==> src/rtl/seg7_mux_driver.sv <==
// Time-multiplexed driver for a common-anode seven-segment display.
// It handles digit scanning, hex decode, guard blanking, PWM brightness and tear-free content updates.
module seg7_mux_driver #(
    parameter int NUM_DIGITS   = 4,
    parameter int DWELL_CYCLES = 100000,
    parameter int GUARD_CYCLES = 1000
) (
    input  logic                    CLK100_IN,
    input  logic                    rst_n,
    input  logic [4*NUM_DIGITS-1:0] digit_data,
    input  logic [NUM_DIGITS-1:0]   dot_in,
    input  logic [NUM_DIGITS-1:0]   digit_en,
    input  logic [3:0]              brightness,
    input  logic                    load,
    output logic [NUM_DIGITS-1:0]   SEG_SELECT_OUT,
    output logic [7:0]              HEX_OUT,
    output logic                    frame_done
);

    localparam int CNT_W = (DWELL_CYCLES > 1) ? $clog2(DWELL_CYCLES) : 1;
    localparam int IDX_W = (NUM_DIGITS > 1) ? $clog2(NUM_DIGITS) : 1;
    localparam logic [CNT_W-1:0] DWELL_LAST = CNT_W'(DWELL_CYCLES - 1);
    localparam logic [IDX_W-1:0] IDX_LAST   = IDX_W'(NUM_DIGITS - 1);

    // Scan state
    logic [CNT_W-1:0] dwell_cnt_q, dwell_cnt_d;
    logic [IDX_W-1:0] digit_idx_q, digit_idx_d;
    logic [3:0]       pwm_cnt_q, pwm_cnt_d;

    // Staging (written by load) and active (shown) content
    logic [4*NUM_DIGITS-1:0] stg_data_q, stg_data_d, act_data_q, act_data_d;
    logic [NUM_DIGITS-1:0]   stg_dot_q, stg_dot_d, act_dot_q, act_dot_d;
    logic [NUM_DIGITS-1:0]   stg_en_q, stg_en_d, act_en_q, act_en_d;
    logic [3:0]              stg_bright_q, stg_bright_d, act_bright_q, act_bright_d;
    logic                    pending_q, pending_d;

    // Registered pin outputs
    logic [NUM_DIGITS-1:0] seg_select_q, seg_select_d;
    logic [7:0]            hex_q, hex_d;
    logic                  frame_done_q, frame_done_d;

    logic       dwell_wrap;
    logic       boundary;
    logic       guard_done;
    logic       lit;
    logic [3:0] cur_nibble;
    logic [6:0] seg_pattern;

    assign dwell_wrap = (dwell_cnt_q == DWELL_LAST);
    assign boundary   = dwell_wrap && (digit_idx_q == IDX_LAST);

    generate
        if (GUARD_CYCLES == 0) begin : g_no_guard
            assign guard_done = 1'b1;
        end else begin : g_guard
            assign guard_done = (dwell_cnt_q >= CNT_W'(GUARD_CYCLES));
        end
    endgenerate

    always_comb begin
        dwell_cnt_d = dwell_wrap ? '0 : dwell_cnt_q + 1'b1;
        digit_idx_d = digit_idx_q;
        if (dwell_wrap) begin
            digit_idx_d = (digit_idx_q == IDX_LAST) ? '0 : digit_idx_q + 1'b1;
        end
        pwm_cnt_d = pwm_cnt_q + 4'd1;
    end

    // A load landing on the boundary bypasses staging so it shows in the very next frame.
    always_comb begin
        stg_data_d   = stg_data_q;
        stg_dot_d    = stg_dot_q;
        stg_en_d     = stg_en_q;
        stg_bright_d = stg_bright_q;
        act_data_d   = act_data_q;
        act_dot_d    = act_dot_q;
        act_en_d     = act_en_q;
        act_bright_d = act_bright_q;
        pending_d    = boundary ? 1'b0 : (pending_q | load);
        if (load) begin
            stg_data_d   = digit_data;
            stg_dot_d    = dot_in;
            stg_en_d     = digit_en;
            stg_bright_d = brightness;
        end
        if (boundary && load) begin
            act_data_d   = digit_data;
            act_dot_d    = dot_in;
            act_en_d     = digit_en;
            act_bright_d = brightness;
        end else if (boundary && pending_q) begin
            act_data_d   = stg_data_q;
            act_dot_d    = stg_dot_q;
            act_en_d     = stg_en_q;
            act_bright_d = stg_bright_q;
        end
    end

    assign cur_nibble = act_data_q[{digit_idx_q, 2'b00} +: 4];
    assign lit = guard_done && act_en_q[digit_idx_q] && (pwm_cnt_q <= act_bright_q);

    always_comb begin
        case (cur_nibble)
            4'h0: seg_pattern = 7'h40;
            4'h1: seg_pattern = 7'h79;
            4'h2: seg_pattern = 7'h24;
            4'h3: seg_pattern = 7'h30;
            4'h4: seg_pattern = 7'h19;
            4'h5: seg_pattern = 7'h12;
            4'h6: seg_pattern = 7'h02;
            4'h7: seg_pattern = 7'h78;
            4'h8: seg_pattern = 7'h00;
            4'h9: seg_pattern = 7'h10;
            4'hA: seg_pattern = 7'h08;
            4'hB: seg_pattern = 7'h03;
            4'hC: seg_pattern = 7'h46;
            4'hD: seg_pattern = 7'h21;
            4'hE: seg_pattern = 7'h06;
            default: seg_pattern = 7'h0E;
        endcase
    end

    genvar gi;
    generate
        for (gi = 0; gi < NUM_DIGITS; gi++) begin : g_anode
            assign seg_select_d[gi] = ~(lit && (digit_idx_q == IDX_W'(gi)));
        end
    endgenerate

    always_comb begin
        hex_d        = lit ? {~act_dot_q[digit_idx_q], seg_pattern} : 8'hFF;
        frame_done_d = boundary;
    end

    always_ff @(posedge CLK100_IN or negedge rst_n) begin
        if (!rst_n) begin
            dwell_cnt_q  <= '0;
            digit_idx_q  <= '0;
            pwm_cnt_q    <= '0;
            stg_data_q   <= '0;
            stg_dot_q    <= '0;
            stg_en_q     <= '0;
            stg_bright_q <= '0;
            act_data_q   <= '0;
            act_dot_q    <= '0;
            act_en_q     <= '0;
            act_bright_q <= '0;
            pending_q    <= 1'b0;
            seg_select_q <= '1;
            hex_q        <= 8'hFF;
            frame_done_q <= 1'b0;
        end else begin
            dwell_cnt_q  <= dwell_cnt_d;
            digit_idx_q  <= digit_idx_d;
            pwm_cnt_q    <= pwm_cnt_d;
            stg_data_q   <= stg_data_d;
            stg_dot_q    <= stg_dot_d;
            stg_en_q     <= stg_en_d;
            stg_bright_q <= stg_bright_d;
            act_data_q   <= act_data_d;
            act_dot_q    <= act_dot_d;
            act_en_q     <= act_en_d;
            act_bright_q <= act_bright_d;
            pending_q    <= pending_d;
            seg_select_q <= seg_select_d;
            hex_q        <= hex_d;
            frame_done_q <= frame_done_d;
        end
    end

    assign SEG_SELECT_OUT = seg_select_q;
    assign HEX_OUT        = hex_q;
    assign frame_done     = frame_done_q;

endmodule

==> config.mk <==
export PLATFORM = sky130hd
export DESIGN_NAME = seg7_mux_driver
export DESIGN_NICKNAME = d
export VERILOG_FILES = /design/src/rtl/seg7_mux_driver.sv
export SDC_FILE = /design/constraint.sdc
export NUM_CORES = 1
export LEC_CHECK = 0
export BUFFER_PORTS_ARGS = -buffer_cell sky130_fd_sc_hd__buf_2
export CAP_MARGIN = 20
export CELL_PAD_IN_SITES_DETAIL_PLACEMENT = 0
export CELL_PAD_IN_SITES_GLOBAL_PLACEMENT = 2
export CORE_UTILIZATION = 41
export DETAILED_ROUTE_END_ITERATION = 10
export GPL_ROUTABILITY_DRIVEN = 0
export PLACE_DENSITY_LB_ADDON = 0.1
export SYNTH_ARGS = -nofsm -noshare
export SYNTH_HDL_FRONTEND = slang
export SYNTH_SLANG_ARGS = --single-unit
==> constraint.sdc <==
create_clock -name CLK100_IN -period 2.16 [get_ports CLK100_IN]
set_input_delay 0.216 -clock CLK100_IN [delete_from_list [all_inputs] [get_ports CLK100_IN]]
set_output_delay 0.216 -clock CLK100_IN [all_outputs]
set_load 0.02 [all_outputs]
=== Yosys cells after proc, flatten, opt, wreduce, memory -nomap -nowiden ===
Memory sizes are Yosys's and may differ from the RTL's.
Index checks and enable logic that the tools add are counted.

* Reductions and logical operators: 11
* Equal/unequal tests: 4
* Mux-type cells: 16
* $add $sub $neg: 3
* Shift operators: 1
* Order comparisons: 3
* Bitwise logic cells: 6

{| class="wikitable"
|+ Operators with widths
! operator !! count
|-
| 2-to-1 mux 16 bit || 2
|-
| 2-to-1 mux 4 bit || 6
|-
| adder 17 x 1 -> 17 bit (second input constant) || 1
|-
| equality test 17 bit (second input constant) || 1
|-
| >= comparator 17 x 10 -> 1 bit (second input constant) || 1
|-
| 2-to-1 mux 17 bit || 1
|-
| variable part select 16 x 5 -> 4 bit || 1
|-
| logical AND 1 bit || 9
|-
| 2-to-1 mux 8 bit || 1
|-
| inverter 1 bit || 5
|-
| adder 4 x 1 -> 4 bit (second input constant) || 1
|-
| binary-select mux 1 bit (select 2 bit) || 2
|-
| equality test 2 bit (second input constant) || 2
|-
| <= comparator 4 bit || 1
|-
| less-than comparator 2 x 3 -> 1 bit (second input constant) || 1
|-
| 2-to-1 mux 1 bit || 3
|-
| adder 2 x 1 -> 2 bit (second input constant) || 1
|-
| equality test 2 x 1 -> 1 bit (second input constant) || 1
|-
| zero test 2 bit || 1
|-
| 2-to-1 mux 2 bit || 1
|-
| nonzero test 2 bit || 1
|-
| bitwise OR 1 bit || 1
|}

* Memories: 1
* Bits of input ports: 31
* Flip-flop bits (word level): 93
* Bits in read-only memories: 112
* Output and inout port bits: 13

{| class="wikitable"
|+ Memory list
! name !! words !! width !! read ports !! clocked after Yosys merged registers in !! wr ports !! RTL line !! source
|-
| (no name shown) || 16 || 7 || 1 || 0 || 0 || 103 || <nowiki>case (cur_nibble)</nowiki>
|}

=== Longest topological paths before layout ===
Gate-level depths: netlist of run 1.

* Depth in word-level cells: 6
* Mapped depth: 8

=== Worst setup path before layout of run 1 ===
Ideal clock, no wire load.

* Kind: flip-flop to flip-flop
* Start: register digit_idx_q[0]
* End: register hex_q[0] (netlist: HEX_OUT[0])
* Cell stages (with the launch flop): 7
* Path buffers: 1
* Period minus slack after synthesis: 1.995 ns
* Path slack: 0.165 ns
* Arrival time: 1.890 ns
* Required time: 2.055 ns
* Library setup time: 0.105 ns
* Cells stage by stage: dfrtp_1 buf_2 mux4_2 inv_1 ha_1 a2111oi_0 o41ai_1

* Word-level cells in the longest chain between the ends: 5
* Elaborated cells on any way between the ends: 7
* Classes of those cells: 1 x shift; 3 x mux; 2 x reduce/logical; 1 x memory

{| class="wikitable"
|+ RTL lines
! item !! RTL line !! source
|-
| start: declaration || 27 || <nowiki>logic [IDX_W-1:0] digit_idx_q, digit_idx_d;</nowiki>
|-
| start signal: assignment || 154 || <nowiki>digit_idx_q <= digit_idx_d;</nowiki>
|-
| branches (longest 4 deep; another with memory read (16 x 7 bit)) || -- ||
|-
| 2-to-1 mux 8 bit (*) || 131 || <nowiki>hex_d = lit ? {~act_dot_q[digit_idx_q], seg_pattern} : 8'hFF;</nowiki>
|-
| via hex_d[0] || 39 || <nowiki>logic [7:0] hex_q, hex_d;</nowiki>
|-
| end signal: assignment || 150 || <nowiki>hex_q <= 8'hFF;</nowiki>
|-
| end signal: assignment || 166 || <nowiki>hex_q <= hex_d;</nowiki>
|-
| end: declaration || 39 ||
|}

Mark *: on every way through the listed nets, which the timed path passes. The select of a mux whose other input is x is not followed.
A chain may end at the register's enable or synchronous reset.

=== Worst setup path after layout of run 1 ===
* Start: register dwell_cnt_q[12]
* End: register act_bright_q[0]

* Word-level cells in the longest chain between the ends: 4
* Elaborated cells on any way between the ends: 6
* Classes of those cells: 1 x eq/ne; 1 x mux; 4 x reduce/logical

{| class="wikitable"
|+ RTL lines
! item !! RTL line !! source
|-
| start: declaration || 26 || <nowiki>logic [CNT_W-1:0] dwell_cnt_q, dwell_cnt_d;</nowiki>
|-
| start signal: assignment || 153 || <nowiki>dwell_cnt_q <= dwell_cnt_d;</nowiki>
|-
| equality test 17 bit (*) || 49 || <nowiki>assign dwell_wrap = (dwell_cnt_q == DWELL_LAST);</nowiki>
|-
| logical AND 1 bit (*) || 50 || <nowiki>assign boundary = dwell_wrap && (digit_idx_q == IDX_LAST);</nowiki>
|-
| logical AND 1 bit, on equally long branches || 86, 91 ||
|-
| 2-to-1 mux 4 bit or nonzero test 2 bit (tied branches) || -- ||
|-
| end signal: assignment || 163 || <nowiki>act_bright_q <= act_bright_d;</nowiki>
|-
| end: declaration || 34 || <nowiki>logic [3:0] stg_bright_q, stg_bright_d, act_bright_q, act_bright_d;</nowiki>
|}

Every way passes the cells marked *; elsewhere a longest branch is shown, timed or not.

==> flow_metrics.tcl, run 1 <==
set metrics [dict create \
    status "completed" \
    r2r_cells 6 \
    root_buffer "clkbuf_8" \
    die_y_um 106 \
    wire_per_inst_um 15.5 \
    r2r-start "dwell_cnt_q[12]$_DFF_PN0_" \
    hpwl_mm 5.88 \
    r2r_slack_ns 0.13 \
    setup_viol 0 \
    p_seq_share_pct 58.2 \
    maxCapViolCount 0 \
    power.density_mw_per_mm2 616 \
    crit_path_end_kind "register" \
    ys.flop_type "dfrtp_1" \
    portBuffers 43 \
    clock-sinks 93 \
    rsz0062_at_grt "no" \
    synth.net_count 387 \
    critPathTopFamily "simple AND/OR/NAND/NOR gates" \
    drt_first_pass_iters 4 \
    start_kind "register" \
    fin_crit_ns 2.03 \
    routed_wl_mm 8.26 \
    syn_to_final_growth_pct 14.2 \
    yosys_warnings 0 \
    cts-buffers-inserted 9 \
    fillers 962 \
    p_clk_share_pct 36.6 \
    skew_ns 0.00897 \
    cp.arrival_ns 2.28 \
    vias 2729 \
    path_class "reg -> reg" \
    final_nets 439 \
    critPathSlowestCell "or4_4" \
    postRouteAntennaNets 0 \
    fp-row-count 37 \
    via_per_inst 5.13 \
    cp_max_fo 22 \
    layout_commonest_cell "dfrtp_1" \
    async_reset_ff_share_pct 100 \
    final_cell_mix "80 x dfrtp_1, 42 x buf_2, 32 x mux2_2, 20 x mux2_4, 17 x ha_1" \
    insertion_delay_ns 0.36 \
    synth_seq_area_share_pct 53.1 \
    reg2reg_to "act_bright_q[0]$_DFFE_PN0P_" \
    worstMarginPinSlew_ns 0.522 \
    critical_path_cell_count 6 \
    cts_max_level 3 \
    io_pins 44 \
    drv_slew 0 \
    grt_pass1_vias 2834 \
    synth-edff-count 0 \
    initial_core_util_pct 42.6 \
    setup.worst_path.end "act_bright_q[0]$_DFFE_PN0P_" \
    holdWs_ns 0.102 \
    crit_start "dwell_cnt_q[12]$_DFF_PN0_" \
    power_switching_mw 0.781 \
    post_route_cells_drive_above_1_share_pct 37.9 \
    hold_viol_final 0 \
    syn_area_sq_mm 0.00441 \
    grt_max_degree 43 \
    pwr-share-comb_pct 5.2 \
    worst_hold_path_type "in -> reg" \
    grt_pass1_wl_mm 14.4 \
    slowest_delay_ns 0.58 \
    syn_avg_cell_area_sq_um 13.0 \
    die_x_um 106 \
    tns_ns 0 \
    power_switching_share_pct 25.2 \
    max_freq_mhz 493 \
    p_leak_nw 2.31 \
    grt-ovfl-total 0 \
    ys_ff_latch 93 \
    n_antenna_cell 0 \
    ys_types 43 \
    slew_headroom_pct 65.2 \
    grt_antenna_before_repair 0 \
    crit_required_ns 2.41 \
    vdd_drop_max_mv 0.265 \
    intPower_mw 2.32 \
    cts_tree "done" \
    path_buf_inv 2 \
    drtIter0Drc 70 \
    clkTransAtPathRegs_ns 0.10 \
    clockBufferDepth 2 \
    cp_cell_sequence "or4_4 -> buf_4 -> nor2_4 -> nand4b_4 -> buf_12 -> mux2_4" \
    grt_usage_pct 16.6 \
    coreArea_sq_mm 0.0104 \
    drc 0 \
    period_share_pct 93.9 \
    synth_cells 339 \
    dieArea_sq_mm 0.0112 \
]
[kinds of logic after synthesis]
kind of cell | synth area share [%]
AO/OA/AOI/OAI | 5.42
AND/OR/NAND/NOR | 10.8
buffers and inverters | 3.26
adder cells (fa/ha/maj) | 4.82
XOR/XNOR | 3.77
flip-flops | 53.1
multiplexers | 18.9
[per-layer routing]
layer  track usage (%)  up-vias  wire length, um
met4              6.05        0              120
li1                  -     1325                -
met5                 0        -                0
met3              2.78       11              189
met2              25.7       28             3930
met1              23.3     1365             4020
[cells in the mapped netlist (8+ instances only)]
cell       n  share of area, %
o21ai_0   13               1.5
nand2_1   16               1.4
xor2_1     8               1.6
nor2_1    16               1.4
a21oi_1    9               1.0
inv_1     13               1.1
ha_1      17               4.8
mux2_2    32               8.2
mux2_4    20               6.8
dfstp_2   12               7.1
dfrtp_1   81                46
nand4b_1   8               1.6
xnor2_1   11               2.2
nand3_1   12               1.4
[cell type report]
cell class                 instances  area (sq um)  area share [%]
timing repair buffer              58           358            7.10
sequential                        93          2340            46.5
tap                              136           170            3.38
clock buffer                       9           124            2.46
clock inverter                     7          62.6            1.24
multi-input combinational        216          1930            38.4
inverter                          13          48.8           0.968
[how the worst min path moves through the flow]
stage | start | end | slack, ns | cells past startpoint
6_report | dot_in[2] | stg_dot_q[2]$_DFFE_PN0P_ | 0.10 | 2
5_1_grt | digit_data[9] | stg_data_q[9]$_DFFE_PN0P_ | 0.08 | 2
4_1_cts | dot_in[2] | stg_dot_q[2]$_DFFE_PN0P_ | 0.08 | 2
3_5_place_dp | rst_n | stg_data_q[13]$_DFFE_PN0P_ | 0.23 | 1
3_3_place_gp | rst_n | stg_data_q[1]$_DFFE_PN0P_ | 0.24 | 1
2_1_floorplan | rst_n | act_bright_q[0]$_DFFE_PN0P_ | -0.08 | 0
[timing repair]
item	CTS	global route
buffers inserted	0	1
hold buffers	1	0
endpoints found under the setup margin	0	7
hold endpoints to repair	35	0
gates resized for setup	0	4
[registers in the layout, indices dropped and copies added, names as in the netlist, 8 cells and up]
signal / cells
act_data_q: 16
dwell_cnt_q: 17
HEX_OUT: 8
stg_data_q: 16
[power groups by stage]
stage | clock network, mW | registers (mW) | logic (mW)
2_1_floorplan | 0 | 1.84 | 0.0778
3_3_place_gp | 0 | 1.84 | 0.165
3_5_place_dp | 0 | 1.84 | 0.166
4_1_cts | 1.18 | 1.81 | 0.169
5_1_grt | 1.25 | 1.81 | 0.184
6_report | 1.14 | 1.81 | 0.161
[stage by stage]
stage               worst slack [ns]  power (mW)  cells  cell area, sq um  utilization, %
finish                         0.131        3.10    532              5040            48.6
global route                 0.00959        3.25    532              5040            48.6
CTS                           0.0827        3.16    531              5020            48.5
detailed placement             0.105        2.01    514              4830            46.6
global placement               0.110        2.00    514              4830            46.6
floorplan                      0.165        1.91    339              4410               -
No activity file was read; power rests on OpenSTA's default activity.
==> inputs of run 2 (changes only) <==
Settings changed: GPL_TIMING_DRIVEN set to 0.
==> run 2 against run 1 <==
Effect of this change:
- worst setup slack got worse by 0.072 ns
- register-to-register slack got worse by 0.07 ns
- sequential share of layout area fell by 1.2 points
- sequential power barely moved
- critical endpoint is now HEX_OUT[0]$_DFF_PN1_
==> flow_metrics.tcl, run 2 (synthesis gave the netlist of run 1 again) <==
set metrics [dict create \
    status "completed" \
    wire_per_inst_um 16.2 \
    grt_pass1_vias 2832 \
    syn_to_final_growth_pct 17.2 \
    coreArea_sq_mm 0.0104 \
    path_class "reg -> reg" \
    power_switching_share_pct 23.9 \
    critPathTopFamily "multiplexers" \
    reg_top3 "dwell_cnt_q x17, act_data_q x16, stg_data_q x16" \
    cts_max_level 3 \
    final_util_pct 49.9 \
    crit_required_ns 2.39 \
    vdd_drop_max_mv 0.270 \
    die_y_um 106 \
    cp.arrival_ns 2.33 \
    placed_cells 519 \
    fp-row-count 37 \
    slowest_delay_ns 0.54 \
    power.density_mw_per_mm2 592 \
    n_antenna_cell 0 \
    pwr-share-comb_pct 5.2 \
    worst_slack_ns 0.0588 \
    p_seq_share_pct 59.0 \
    drt_first_pass_iters 4 \
    crit_path_end_kind "register" \
    worst_hold_path_type "in -> reg" \
    dp_slack_ns -0.224 \
    final_nets 456 \
    hpwl_mm 5.88 \
    place_area_sq_mm 0.00483 \
    clock-sinks 93 \
    die_x_um 106 \
    holdWs_ns 0.101 \
    portBuffers 43 \
    cts_tree "done" \
    cts-buffers-inserted 9 \
    setup_viol 0 \
    period_share_pct 97.3 \
    stdcell_area_sq_mm 0.00517 \
    tns_ns 0 \
    hold_viol_final 0 \
    max_freq_mhz 476 \
    finalPower_mw 3.06 \
    grt-ovfl-total 0 \
    largest_reg_flops 17 \
    start_kind "register" \
    grt_usage_pct 17.4 \
    p_leak_nw 2.36 \
    vias 2835 \
    drc 0 \
    grt_max_degree 70 \
    final_cell_mix "79 x dfrtp_1, 44 x buf_2, 32 x mux2_2, 20 x mux2_4, 17 x buf_4" \
    maxCapViolCount 0 \
    postRouteAntennaNets 0 \
    fin_crit_ns 2.10 \
    dieArea_sq_mm 0.0112 \
    via_per_inst 5.16 \
    initial_core_util_pct 42.6 \
    intPower_mw 2.33 \
    critPathSlowestCell "mux4_2" \
    drv_slew 0 \
    rsz0062_at_grt "yes" \
    post_route_cells_drive_above_1_share_pct 40.2 \
    regMostFlops "dwell_cnt_q" \
    clockBufferDepth 2 \
    routed_wl_mm 8.88 \
    worstMarginPinSlew_ns 0.718 \
    drtIter0Drc 73 \
    clkTransAtPathRegs_ns 0.09 \
    grt_pass1_wl_mm 14.9 \
    layout_commonest_cell "dfrtp_1" \
    slew_headroom_pct 52.1 \
    grt_antenna_before_repair 0 \
    root_buffer "clkbuf_8" \
    stdcell_count 549 \
    cp_cell_sequence "buf_6 -> mux4_2 -> inv_2 -> ha_2 -> a2111oi_0 -> o41ai_1" \
    path_buf_inv 2 \
    cp_max_fo 6 \
    p_clk_share_pct 35.8 \
    fillers 961 \
    skew_ns 0.0102 \
    power_switching_mw 0.733 \
    io_pins 44 \
    insertion_delay_ns 0.36 \
]
==> run 2: cell count changes in the layout (fill, tap and decap cells not counted), moves of 2 or more <==
cell,before,now
buf_1,0,3
buf_12,2,0
ha_1,17,15
inv_8,2,0
buf_2,42,44
clkbuf_1,0,4
inv_6,4,2
inv_1,13,11
inv_2,0,2
buf_6,0,4
buf_4,13,17
==> run 2: layer usage <==
layer  vias up  part of all wire, %  GRT usage (%)
met3         7                  3.3           3.59
met4         0                 0.83           5.65
met2        42                   49           27.5
met5         -                    0              0
li1       1354                    -              -
met1      1432                   47           23.9
==> run 2: timing repair <==
action	in CTS	in global routing
buffers inserted	3	10
hold endpoints to repair	15	0
setup endpoints to repair	1	37
pin swaps	1	5
gates resized for setup	4	14
hold buffers	1	0
==> run 2: final timing paths <==
check / from / endpoint / slack (ns) / depth (start not counted)
max: digit_idx_q[0]$_DFFE_PN0N_ / HEX_OUT[0]$_DFF_PN1_ / 0.06 / 6
min reg2reg: pwm_cnt_q[0]$_DFF_PN0_ / pwm_cnt_q[0]$_DFF_PN0_ / 0.48 / 1
max reg2reg: digit_idx_q[0]$_DFFE_PN0N_ / HEX_OUT[0]$_DFF_PN1_ / 0.06 / 6
min in group asynchronous: rst_n / act_data_q[13]$_DFFE_PN0P_ / 0.30 / 2
min: digit_data[4] / stg_data_q[4]$_DFFE_PN0P_ / 0.10 / 2
max in group asynchronous: rst_n / SEG_SELECT_OUT[1]$_DFF_PN1_ / 1.16 / 3
==> run 2: layout make-up <==
cell class	instances	area (sq um)	share of cell area (%)
Sequential cell	93	2340	45.3
Multi-Input combinational cell	216	1970	38.0
Timing Repair Buffer	58	353	6.82
Tap cell	136	170	3.29
Clock buffer	10	138	2.66
Buffer	17	109	2.10
Inverter	13	48.8	0.943
Clock inverter	6	43.8	0.846
==> run 2: power by group through the flow <==
stage | logic, mW | registers, mW | clock network (mW)
floorplan | 0.0778 | 1.84 | 0
global placement | 0.157 | 1.84 | 0
detailed placement | 0.166 | 1.84 | 0
CTS | 0.167 | 1.81 | 1.14
global route | 0.180 | 1.81 | 1.21
finish | 0.160 | 1.81 | 1.09
==> inputs of run 3 (changes only) <==
Settings changed: ABC_AREA set to 1, BUFFER_PORTS_ARGS -buffer_cell sky130_fd_sc_hd__buf_2 to not set, CORE_UTILIZATION 41 to 37, DONT_BUFFER_PORTS set to 1, REMOVE_ABC_BUFFERS set to 1.
==> run 3 against run 2 <==
Effect of this change:
- the run now ends with negative hold slack left
- flip-flop and latch count is the same
- maximum frequency rose by 7.4%
- synthesized area increased by 3.9%
- synthesized cell count rose by 71%
- clock skew is 0.0034 ns lower
- first-iteration DRC count grew 100%
- final cell count increased by 38%
- worst setup slack gained 0.14 ns
- largest power group unchanged
==> flow_metrics.tcl, run 3 <==
set metrics [dict create \
    setup_viol 0 \
    reg_top3 "dwell_cnt_q x17, act_data_q x16, stg_data_q x16" \
    grt_max_degree 94 \
    final_nets 632 \
    cts-buffers-inserted 9 \
    post_route_cells_drive_above_1_share_pct 8.83 \
    portBuffers 0 \
    finalPower_mw 3.58 \
    start_kind "register" \
    routed_wl_mm 9.98 \
    cts_max_level 3 \
    p_leak_nw 2.65 \
    drc 0 \
    clock-sinks 93 \
    dieArea_sq_mm 0.0128 \
    ys_ff_latch 93 \
    intPower_mw 2.83 \
    grt_pass1_vias 3386 \
    drt_first_pass_iters 4 \
    yosys_warnings 0 \
    vias 3439 \
    vdd_drop_max_mv 0.390 \
    p_seq_share_pct 50.3 \
    yosys.area_share.simple_pct 26.0 \
    final_cell_mix "179 x nand2_1, 102 x inv_1, 79 x dfrtp_1, 40 x nand3_1, 38 x nor2_1" \
    r2r_cells 9 \
    ys_types 29 \
    synth_cells 579 \
    regMostFlops "dwell_cnt_q" \
    async_reset_ff_share_pct 100 \
    synth_top_area_cell "dfrtp_1" \
    yosysMostFrequentCell "nand2_1" \
    pwr-share-comb_pct 2.3 \
    largest_reg_flops 17 \
    syn_to_final_growth_pct 12.4 \
    cp.arrival_ns 2.20 \
    root_buffer "clkbuf_16" \
    rsz0062_at_grt "no" \
    syn_avg_cell_area_sq_um 7.92 \
    status "finished with violations" \
    synthMuxAreaShare_pct 0 \
    period_share_pct 90.6 \
    initial_core_util_pct 38.0 \
    ys.flop_type "dfrtp_1" \
    wire_per_inst_um 13.2 \
    via_per_inst 4.54 \
    crit_path_end_kind "register" \
    maxCapViolCount 0 \
    synth-xor-area-share_pct 2.10 \
    path_class "reg -> reg" \
    netlist_top_cells_count "179 x nand2_1, 103 x inv_1, 81 x dfrtp_1, 40 x nand3_1, 40 x nor2_1" \
    synth_compound_area_share_pct 5.40 \
    final-seq-area_sq_mm 0.00234 \
    synth_top_family_by_area "simple AND/OR/NAND/NOR gates" \
    synth-edff-count 0 \
    clkTransAtPathRegs_ns 0.06 \
    fp-row-count 40 \
    slowest_delay_ns 0.45 \
    n_antenna_cell 0 \
    cts-hold-fix-buffers 1 \
    critPathSlowestCell "dfrtp_1" \
    power.density_mw_per_mm2 694 \
    grt_usage_pct 16.8 \
    crit_required_ns 2.40 \
    max_freq_mhz 511 \
    skew_ns 0.00673 \
    clockBufferDepth 2 \
    p_clk_share_pct 47.4 \
    multi_input_area_sq_mm 0.00179 \
    holdWs_ns -0.441 \
    hpwl_mm 6.27 \
    synthAdderAreaFrac_pct 4.64 \
    dp_slack_ns -0.375 \
    coreArea_sq_mm 0.0121 \
    cp_cell_sequence "nor2_2 -> nand2_1 -> nor2_2 -> nand3_1 -> nor2_4 -> buf_4 -> nand3_1 -> nand2_1 -> inv_1" \
    postRouteAntennaNets 0 \
    synth_seq_area_share_pct 51.1 \
    grt_pass1_wl_mm 16.7 \
    syn_area_sq_mm 0.00459 \
    power_switching_share_pct 20.8 \
    slew_headroom_pct 42.2 \
    worst_slack_ns 0.203 \
    grt_antenna_before_repair 0 \
    worst_hold_path_type "in -> async" \
    yosysTopAreaCellShare_pct 44.2 \
    die_x_um 113 \
    io_pins 44 \
    fillers 1255 \
    worstMarginPinSlew_ns 0.866 \
    cp_max_fo 7 \
    drv_slew 0 \
    netlist_top_cells_area "dfrtp_1 44%, nand2_1 15%, inv_1 8.4%" \
    grt-ovfl-total 0 \
    drtIter0Drc 148 \
    layout_commonest_cell "nand2_1" \
    cts_tree "done" \
    insertion_delay_ns 0.35 \
    violations "negative hold slack" \
    fin_crit_ns 1.96 \
    hold_viol_final 93 \
    die_y_um 113 \
    power_switching_mw 0.745 \
]
[run 3: changes by cell type in the layout (fill, tap and decap cells not counted), sizes merged, moves of 17 or more]
cell,previous run,this run
nor2,17,44
inv,15,104
nand2,16,180
nand3,12,43
buf,69,8
mux2,52,0
o21ai,13,30
[run 3: critical path: cells and delay by family (launching register included)]
family	cells	cell delay [ns]
buf+inv	2	0.24
flops	1	0.45
simple gates	7	1.15
[run 3: stage by stage]
stage	cell area (sq um)	setup TNS [ns]	hold WS [ns]	utilization, %	instances
6_report	5150	0	-0.441	42.7	757
5_1_grt	5150	0	-0.456	42.7	757
3_3_place_gp	4700	-16.84	-0.0769	39.0	730
2_1_floorplan	4490	0	-0.0796	-	562
4_1_cts	5050	0	-0.459	41.9	747
3_5_place_dp	4710	-7.86	-0.0773	39.0	730
[run 3: power by group through the flow]
stage	clock [mW]	combinational (mW)	sequential (mW)
2_1_floorplan	0	0.0640	1.83
5_1_grt	1.81	0.100	1.80
6_report	1.70	0.0806	1.80
3_5_place_dp	0	0.0782	1.83
3_3_place_gp	0	0.0755	1.83
4_1_cts	1.76	0.0826	1.80
[run 3: logic make-up after synthesis]
group / count (synthesis)
xor+xnor: 11
compound gates: 48
buf+inv: 124
simple gates: 286
flops: 93
fa+ha+maj: 17
[run 3: layout make-up]
type	instances	area share, %
Multi-Input combinational cell	364	34.8
Sequential cell	93	45.5
Timing Repair Buffer	9	1.60
Inverter	107	7.87
Tap cell	168	4.08
Clock inverter	6	1.70
Clock buffer	10	4.44
[run 3: per-layer routing]
metal	wire [um]	up-vias	GRT usage [%]	share of wire [%]
met5	0	-	0	0
li1	-	1770	-	-
met4	246	0	7.72	2.5
met2	4310	61	25.5	43
met1	5100	1592	23.4	51
met3	323	16	3.00	3.2
[run 3: path summary, 6_finish.rpt]
path	startpoint	end	slack, ns
worst max register to register	dwell_cnt_q[12]$_DFF_PN0_	act_data_q[5]$_DFFE_PN0P_	0.20
min in group CLK100_IN	digit_data[14]	stg_data_q[14]$_DFFE_PN0P_	0.01
worst max-delay path	dwell_cnt_q[12]$_DFF_PN0_	act_data_q[5]$_DFFE_PN0P_	0.20
max in group asynchronous	rst_n	HEX_OUT[7]$_DFF_PN1_	2.41
worst min-delay path	rst_n	dwell_cnt_q[6]$_DFF_PN0_	-0.44
worst min register to register	stg_data_q[2]$_DFFE_PN0P_	stg_data_q[2]$_DFFE_PN0P_	0.47
[run 3: repair_timing]
action                     in CTS  in global routing
setup buffers                   0                  8
gates cloned                    0                  2
hold endpoints to repair      100                 93
setup endpoints to repair      40                 26
pin swaps                       0                  1
resized for setup               5                  3
